## src/rtl/order_encode_stream.sv

```systemverilog
// Order encoder: buffers buy/sell/cancel requests in a small FIFO, assigns
// sequential tokens to new orders and serialises each request as a 16-byte
// message over an AXI-Stream master, MSB first.
module order_encode_stream #(
  parameter int          DATA_W     = 64,
  parameter int          FIFO_DEPTH = 4,
  parameter logic [15:0] STOCK_ID   = 16'h0001
) (
  input  logic              clk,
  input  logic              rst,
  input  logic              in_valid,
  output logic              in_ready,
  input  logic [1:0]        in_op,
  input  logic [31:0]       in_px,
  input  logic [31:0]       in_qty,
  input  logic [31:0]       in_token,
  output logic              tok_valid,
  output logic [31:0]       tok_id,
  output logic              err_drop,
  output logic [DATA_W-1:0] m_axis_tdata,
  output logic              m_axis_tvalid,
  output logic              m_axis_tlast,
  input  logic              m_axis_tready,
  output logic [31:0]       msg_count
);

  localparam int NB = 128 / DATA_W;
  localparam int BW = (NB > 1) ? $clog2(NB) : 1;
  localparam int AW = $clog2(FIFO_DEPTH);
  localparam logic [BW-1:0] LAST_BEAT = BW'(NB - 1);
  localparam logic [AW:0]   FULL_CNT  = (AW + 1)'(FIFO_DEPTH);

  typedef struct packed {
    logic [1:0]  op;
    logic [31:0] token;
    logic [31:0] qty;
    logic [31:0] px;
  } req_t;

  typedef enum logic {S_IDLE, S_SEND} state_t;

  state_t        state, state_next;
  req_t          mem [FIFO_DEPTH];
  req_t          head;
  logic [AW-1:0] wr_ptr, rd_ptr;
  logic [AW:0]   count, count_next;
  logic [31:0]   tok_ctr;
  logic [127:0]  sr, head_msg;
  logic [BW-1:0] beat;
  logic          accept, push, is_new, drop, pop, fifo_empty, last_hs;

  assign accept     = in_valid & in_ready;
  assign push       = accept & (in_op != 2'd3);
  assign is_new     = accept & ~in_op[1];
  assign drop       = accept & (in_op == 2'd3);
  assign fifo_empty = (count == '0);
  assign head       = mem[rd_ptr];

  assign m_axis_tvalid = (state == S_SEND);
  assign m_axis_tlast  = m_axis_tvalid & (beat == LAST_BEAT);
  assign m_axis_tdata  = sr[127 -: DATA_W];
  assign last_hs       = m_axis_tvalid & m_axis_tready & (beat == LAST_BEAT);

  // Occupancy after this cycle's push and pop.
  always_comb begin
    // NOTE: every always_comb output gets a default first so no path leaves it unassigned (no latch).
    count_next = count;
    if (push && !pop)      count_next = count + 1'b1;
    else if (pop && !push) count_next = count - 1'b1;
  end

  // Request storage; new orders carry the issued token, cancels the target token.
  always_ff @(posedge clk) begin
    // NOTE: the entry array has no reset; occupancy/pointers alone decide what is valid.
    if (push) mem[wr_ptr] <= '{op: in_op, token: (in_op[1] ? in_token : tok_ctr), qty: in_qty, px: in_px};
  end

  // FIFO pointers, occupancy and the registered ready flag.
  always_ff @(posedge clk or posedge rst) begin
    // NOTE: sequential state uses non-blocking assignment so every register samples pre-edge values.
    if (rst) begin
      wr_ptr   <= '0;
      rd_ptr   <= '0;
      count    <= '0;
      in_ready <= 1'b0;
    end else begin
      if (push) wr_ptr <= wr_ptr + 1'b1;
      if (pop)  rd_ptr <= rd_ptr + 1'b1;
      count    <= count_next;
      in_ready <= (count_next != FULL_CNT);
    end
  end

  // Token issue, token pulse and illegal-op drop pulse.
  always_ff @(posedge clk or posedge rst) begin
    if (rst) begin
      tok_ctr   <= 32'd1;
      tok_valid <= 1'b0;
      tok_id    <= '0;
      err_drop  <= 1'b0;
    end else begin
      tok_valid <= is_new;
      err_drop  <= drop;
      if (is_new) begin
        tok_id  <= tok_ctr;
        tok_ctr <= (tok_ctr == 32'hFFFF_FFFF) ? 32'd1 : tok_ctr + 32'd1;
      end
    end
  end

  // Format the head entry as the 128-bit wire message.
  always_comb begin
    head_msg = '0;
    unique case (head.op)
      2'd0:    head_msg = {8'h4F, 8'h42, head.token, head.qty, head.px, STOCK_ID};
      2'd1:    head_msg = {8'h4F, 8'h53, head.token, head.qty, head.px, STOCK_ID};
      default: head_msg = {8'h58, 8'h00, head.token, head.qty, 32'd0, STOCK_ID};
    endcase
  end

  // Tx FSM state register.
  always_ff @(posedge clk or posedge rst) begin
    if (rst) state <= S_IDLE;
    else     state <= state_next;
  end

  // Tx FSM: pop when idle, or on the last beat to chain messages without a bubble.
  always_comb begin
    state_next = state;
    pop        = 1'b0;
    case (state)
      S_IDLE: if (!fifo_empty) begin
        pop        = 1'b1;
        state_next = S_SEND;
      end
      S_SEND: if (last_hs) begin
        if (!fifo_empty) pop = 1'b1;
        else             state_next = S_IDLE;
      end
      default: state_next = S_IDLE;
    endcase
  end

  // Message shift register, beat index and completed-message counter.
  always_ff @(posedge clk or posedge rst) begin
    if (rst) begin
      sr        <= '0;
      beat      <= '0;
      msg_count <= '0;
    end else begin
      if (pop) begin
        sr   <= head_msg;
        beat <= '0;
      end else if (m_axis_tvalid && m_axis_tready && beat != LAST_BEAT) begin
        sr   <= sr << DATA_W;
        beat <= beat + 1'b1;
      end
      if (last_hs) msg_count <= msg_count + 32'd1;
    end
  end

endmodule
```

## config.mk

```make
export PLATFORM = sky130hd
export DESIGN_NAME = order_encode_stream
export DESIGN_NICKNAME = d
export VERILOG_FILES = /design/src/rtl/order_encode_stream.sv
export SDC_FILE = /design/constraint.sdc
export NUM_CORES = 1
export LEC_CHECK = 0
export CAP_MARGIN = 10
export CORE_UTILIZATION = 45
export CTS_CLUSTER_DIAMETER = 150
export DETAILED_ROUTE_END_ITERATION = 10
export GPL_ROUTABILITY_DRIVEN = 0
export PLACE_DENSITY_LB_ADDON = 0.08
export SLEW_MARGIN = 5
export SYNTH_ARGS = -nofsm -noshare
export SYNTH_HDL_FRONTEND = slang
export SYNTH_SLANG_ARGS = --single-unit
```

## constraint.sdc

```tcl
create_clock -name clk -period 6.5 [get_ports clk]
set_input_delay 0.65 -clock clk [delete_from_list [all_inputs] [get_ports clk]]
set_output_delay 0.65 -clock clk [all_outputs]
set_load 0.01 [all_outputs]
```

==> results of run 1 <==
[flip-flops by register name (all words and copies together) (netlist names), 2 cells and up]
name and cells:
mem 392, sr 113, msg_count 32, tok_ctr 32, tok_id 32, count 3
rd_ptr 2, wr_ptr 2
[synthesized netlist by cell type, types with 20 or more instances]
| cell type | number | area (µm²) |
|---|---|---|
| a22o_1 | 32 | 280.3 |
| nand3_1 | 56 | 280.3 |
| nor2_1 | 46 | 172.7 |
| mux4_2 | 98 | 2207 |
| dfrtp_1 | 220 | 5505 |
| clkbuf_1 | 37 | 138.9 |
| buf_4 | 65 | 488.0 |
| nand2_1 | 289 | 1085 |
| nand4_1 | 26 | 162.7 |
| buf_2 | 26 | 130.1 |
| a22oi_1 | 20 | 150.1 |
| xnor2_1 | 44 | 385.4 |
| edfxtp_1 | 392 | 11770 |
| mux2_2 | 33 | 371.6 |
| a31oi_1 | 23 | 143.9 |
[worst max path at each step]
stage	startpoint	endpoint	slack, ns	depth (start not counted)
4_1_cts	in_valid	mem[2][45]$_DFFE_PP_	3.49	4
5_1_grt	in_op[1]	tok_ctr[4]$_DFFE_PP0P_	3.34	7
3_3_place_gp	in_valid	mem[1][43]$_DFFE_PP_	2.90	4
2_1_floorplan	in_op[1]	mem[0][0]$_DFFE_PP_	2.78	3
3_5_place_dp	in_valid	mem[2][43]$_DFFE_PP_	2.88	4
6_report	in_valid	mem[2][45]$_DFFE_PP_	3.53	4
[cells by family after synthesis]
kind of cell | after synthesis | share of synthesized area (%)
flops | 613 | 71.47
simple gates | 468 | 8.584
buf+inv | 150 | 3.509
mux | 134 | 10.78
compound gates | 98 | 2.910
xor+xnor | 62 | 2.243
fa+ha+maj | 10 | 0.5065
[through the flow]
step / area [µm²] / std cells / hold slack [ns] / util, %
6_report: 28940 / 2456 / 0.4723 / 54.74
5_1_grt: 28930 / 2454 / 0.4971 / 54.73
4_1_cts: 28930 / 2454 / 0.4766 / 54.73
3_5_place_dp: 26790 / 2333 / 0.4625 / 50.67
3_3_place_gp: 26790 / 2333 / 0.4590 / 50.67
2_1_floorplan: 24210 / 1535 / 0.4391 / -
[routing by layer]
layer	routed length (µm)	GRT usage, %
met1	23070	27.14
met2	26960	33.91
met3	2301	3.332
met4	1086	5.580
met5	0	0
[critical path, delay by kind of cell]
| kind | cells | cell delay, ns |
|---|---|---|
| buf+inv | 2 | 1.23 |
| simple gates | 2 | 1.21 |
[final cells by class]
type / instances / area share, %
multi-input combinational: 772 / 21.10
clock buffer: 89 / 6.330
antenna: 2 / 0.01729
timing repair buffer: 250 / 8.535
clock inverter: 32 / 1.081
sequential: 613 / 59.82
inverter: 10 / 0.1427
tap: 688 / 2.975
[report_power, final]
| part | internal, W | total (W) | switching, W |
|---|---|---|---|
| Clock | 0.00222 | 0.00372 | 0.00150 |
| Sequential | 0.00494 | 0.00541 | 0.000475 |
| Combinational | 0.00146 | 0.00308 | 0.00161 |
==> results.py, run 1 <==
metrics = {
    "clock_tree": {
        "ctsHoldBuffers": 0,
        "post-cts-setup-buffers": 0,
        "cts.sinks": 613,
        "cts.repair.resized": 0,
        "clockBufferDepth": 3,
        "clk_latency_ns": 0.59,
        "cts.clk_slew.worst_paths_ns": 0.06,
        "cts_inserted_buffers": 67,
        "cts_max_level": 3,
        "cts_tree": "built",
        "cts_root_buffer": "clkbuf_16",
    },
    "route": {
        "ant_nets": 0,
        "vias": 13063,
        "drt_first_iter_violations": 838,
        "wl_um": 53410,
        "first_pass_iters": 8,
        "avgViaCountPerCell": 5.319,
        "drc": 30,
        "routedWlPerCell_um": 21.75,
    },
    "setup_path": {
        "r2r-start": "in_ready$_DFF_PP0_",
        "crit_path_max_incr_delay_ns": 0.93,
        "crit_fanout": 64,
        "cp.required_ns": 6.71,
        "cp_data_arrival_time_ns": 3.19,
        "start_kind": "input pin",
        "ff2ff_path_depth": 3,
        "rrSetupSlack_ns": 3.74,
        "cp_slowest_cell": "and3_4",
        "critical_path_class": "input pin to flop",
        "r2r_end": "mem[2][45]$_DFFE_PP_",
        "end_kind": "flop",
        "path_cells": "clkdlybuf4s50_1 -> and2_1 -> and3_4 -> buf_4",
    },
    "timing": {
        "tightest_slew_ns": 1.110,
        "max_freq_mhz": 336.3,
        "hold_violations": 0,
        "finalSetupViolations": 0,
        "setup_ws_ns": 3.526,
        "maxSlewViolCount": 0,
        "fin_crit_ns": 2.974,
        "fin_skew_ns": 0.02162,
        "setup_tns_ns": 0,
        "slew_headroom_pct": 25.98,
        "rsz0062_at_grt": "no",
        "post-route-period-util_pct": 45.75,
    },
    "flow_run": {
        "max_cap_viol_count": 0,
    },
    "placed_design": {
        "portBuffers": 234,
        "hpwl_um": 33010,
        "dp_worst_setup_slack_ns": 2.880,
    },
    "min_path": {
        "holdPathStages": 2,
        "holdCritPathClass": "flop to flop",
        "min_from": "tok_id[18]$_DFFE_PP0P_",
        "hold_end": "tok_id[18]$_DFFE_PP0P_",
    },
    "yosys": {
        "syn_avg_cell_area_um2": 15.77,
        "synth_flop_cell": "edfxtp_1",
        "synth-async-reset-ratio_pct": 36.05,
        "ys_seq_elements": 613,
        "synth-edff-count": 392,
        "syn_inst": 1535,
        "synth_nets": 1646,
        "syn_area_um2": 24210,
        "synth_seq_area_share_pct": 71.47,
        "ys_warn_count": 0,
        "synth_cell_types": 49,
    },
    "finish": {
        "fillers": 4301,
        "final_cell_mix": "edfxtp_1 (392), nand2_1 (289), clkdlybuf4s50_1 (233), dfrtp_1 (218), mux4_2 (98)",
        "final_common_cell": "edfxtp_1",
        "seqCellArea_um2": 17310,
        "fin_nets": 1825,
        "multi_input_area_um2": 6107,
        "drive_above_1_share_pct": 14.95,
        "syn_to_final_growth_pct": 19.54,
    },
    "die": {
        "dieHeight_um": 233.9,
        "io_pins": 235,
        "dieArea_um2": 54730,
        "row_count": 84,
        "core_um2": 52870,
        "die_w_um": 233.9,
        "start_util_pct": 45.79,
    },
    "grt": {
        "grt_pass1_vias": 13614,
        "grt_overflow": 0,
        "grt_pass1_wl_um": 82100,
        "grt_start_max_net_pins": 159,
        "track_usage_pct": 20.15,
        "antenna_found_initial": 0,
    },
    "outcome": {
        "status": "finished, violations left",
        "violations": "design-rule violations",
    },
    "pwr": {
        "finalPower_w": 0.01221,
        "vdd_drop_max_uv": 214.6,
        "pwr_density_cell_nw_per_um2": 421.8,
        "p_leak_nw": 10.92,
    },
}
Note: power is estimated with default switching activity, not from simulation.
==> run 2, diff against run 1 <==
Clock period 6.5 ns to 2.4 ns, I/O delays scaled along.
==> run 2 against run 1 <==
Effect of this change: the flow still finishes with violations (design-rule violations); cell area is 2.1% higher; combinational power grew to 3.0 times the previous value; largest power group unchanged; sequential share of layout area is 1.2 points lower; clock power grew to 2.7 times the previous value; global-route usage is 0.41 points higher; largest cell class unchanged; wire length is 1.1% higher; via count is 1.1% higher; first-iteration DRC count is 6.0% higher.
==> results.py, run 2 (synthesized netlist as in run 1, its figures left out) <==
metrics = {
    "outcome": {
        "status": "finished, violations left",
        "violations": "design-rule violations",
    },
    "clock_tree": {
        "clockBufferDepth": 3,
        "cts.sinks": 613,
        "clk_latency_ns": 0.58,
        "cts_inserted_buffers": 66,
        "cts_max_level": 3,
        "cts_tree": "built",
        "cts_root_buffer": "clkbuf_16",
        "cts.clk_slew.worst_paths_ns": 0.06,
    },
    "setup_path": {
        "start_kind": "flop",
        "crit_fanout": 8,
        "cp_data_arrival_time_ns": 2.63,
        "critical_path_class": "flop to flop",
        "cp.required_ns": 2.87,
        "end_kind": "flop",
    },
    "finish": {
        "regMostFlops": "mem",
        "drive_above_1_share_pct": 16.32,
        "final_cells": 2490,
        "reg.largest.list": "mem (392), sr (113)",
        "final_cell_mix": "edfxtp_1 (392), nand2_1 (289), clkdlybuf4s50_1 (233), dfrtp_1 (218), mux4_2 (98)",
        "multi_input_area_um2": 6100,
        "syn_to_final_growth_pct": 22.08,
        "fin_nets": 1860,
        "seqCellArea_um2": 17310,
        "fillers": 4264,
        "largest_reg_flops": 392,
        "final_common_cell": "edfxtp_1",
    },
    "grt": {
        "track_usage_pct": 20.56,
        "grt_pass1_wl_um": 83500,
        "grt_pass1_vias": 13912,
        "grt_use_met3_pct": 4.244,
        "use_met2_pct": 35.20,
        "grt_overflow": 0,
        "busiest_layer": "met2",
        "grt_start_max_net_pins": 66,
        "grt.met1_usage_pct": 26.48,
        "antenna_found_initial": 1,
    },
    "die": {
        "core_um2": 52870,
        "die_w_um": 233.9,
        "start_util_pct": 45.79,
        "dieHeight_um": 233.9,
        "dieArea_um2": 54730,
        "row_count": 84,
        "io_pins": 235,
    },
    "route": {
        "routedWlPerCell_um": 21.68,
        "avgViaCountPerCell": 5.302,
        "vias": 13203,
        "wl_um": 53980,
        "drc": 12,
        "drt_first_iter_violations": 888,
        "first_pass_iters": 7,
        "ant_nets": 0,
    },
    "pwr": {
        "finalPower_w": 0.03373,
        "p_leak_nw": 11.21,
        "pwr_density_cell_nw_per_um2": 1141,
        "vdd_drop_max_uv": 860.5,
    },
    "timing": {
        "hold_violations": 0,
        "tightest_slew_ns": 0.6682,
        "maxSlewViolCount": 0,
        "fin_skew_ns": 0.01721,
        "max_freq_mhz": 461.8,
        "fin_crit_ns": 2.166,
        "slew_headroom_pct": 55.35,
        "finalSetupViolations": 0,
        "post-route-period-util_pct": 90.24,
        "rsz0062_at_grt": "no",
    },
    "placed_design": {
        "portBuffers": 234,
        "dp_cells": 2367,
        "hpwl_um": 35080,
    },
    "flow_run": {
        "max_cap_viol_count": 0,
    },
    "min_path": {
        "holdCritPathClass": "input pin to flop",
    },
}
## run 2: changes by cell type in the layout (fill, tap and decap cells not counted), sizes merged
cell and change:
clkbuf -1, inv -3, clkinv +4, buf +34, clkinvlp -2, bufinv +1, dlygate4sd3 +2, diode -1
## run 2: final timing paths
check	from	end	slack, ns	depth (start not counted)
max	tok_ctr[0]$_DFFE_PP1P_	tok_ctr[29]$_DFFE_PP0P_	0.23	6
min	in_px[19]	mem[2][19]$_DFFE_PP_	0.29	1
max reg2reg	tok_ctr[0]$_DFFE_PP1P_	tok_ctr[29]$_DFFE_PP0P_	0.23	6
min reg2reg	sr[44]$_DFFE_PP0P_	sr[108]$_DFFE_PP0P_	0.47	2
max in group asynchronous	rst	rd_ptr[0]$_DFFE_PP0P_	1.16	4
min in group asynchronous	rst	wr_ptr[1]$_DFFE_PP0P_	0.58	3
## run 2: power breakdown
group | total (W) | switching [W] | internal, W | leakage [nW]
combinational | 0.00920 | 0.00473 | 0.00448 | 3.70
sequential | 0.0144 | 0.00109 | 0.0134 | 6.47
clock | 0.0101 | 0.00398 | 0.00611 | 1.05
## run 2: routing by layer
metal  vias to the layer above  share of wire, %
met3                        81               5.0
met5                         -                 0
li1                       6058                 -
met2                       271                52
met4                         0               2.1
met1                      6793                41
## run 2: area by class of cell
cell class | count | share of cell area (%)
multi-input cells | 772 | 20.64
clock buffers | 88 | 6.189
inverters | 10 | 0.1397
repair buffers | 286 | 10.43
clock inverters | 32 | 1.113
diodes | 1 | 0.008467
well taps | 688 | 2.913
flip-flops and latches | 613 | 58.57
## run 2: stage by stage
| step | utilization, % | hold slack [ns] | setup slack, ns | area [µm²] | setup TNS [ns] |
|---|---|---|---|---|---|
| finish | 55.91 | 0.2934 | 0.2343 | 29560 | 0 |
| global route | 55.91 | 0.2822 | 0.05860 | 29560 | 0 |
| CTS | 55.90 | 0.2529 | 0.1469 | 29550 | 0 |
| detailed placement | 51.78 | 0.4596 | 0.1521 | 27380 | 0 |
| global placement | 51.78 | 0.4603 | 0.1845 | 27380 | 0 |
| floorplan | - | 0.3389 | -0.7213 | 24220 | -158.68 |
## run 2: critical path, stage by stage (launching register included)
cell	delay, ns
dfstp_2	0.59
ha_1	0.20
nand4_1	0.26
nor4_4	0.43
nand2_1	0.24
nor3_1	0.26
nor3_1	0.08
## run 2: timing repair
item / CTS / global route
hold buffers: 2 / 0
setup endpoints to repair: 0 / 2
gates resized for setup: 0 / 0
hold endpoints to repair: 10 / 0
buffers inserted: 0 / 0
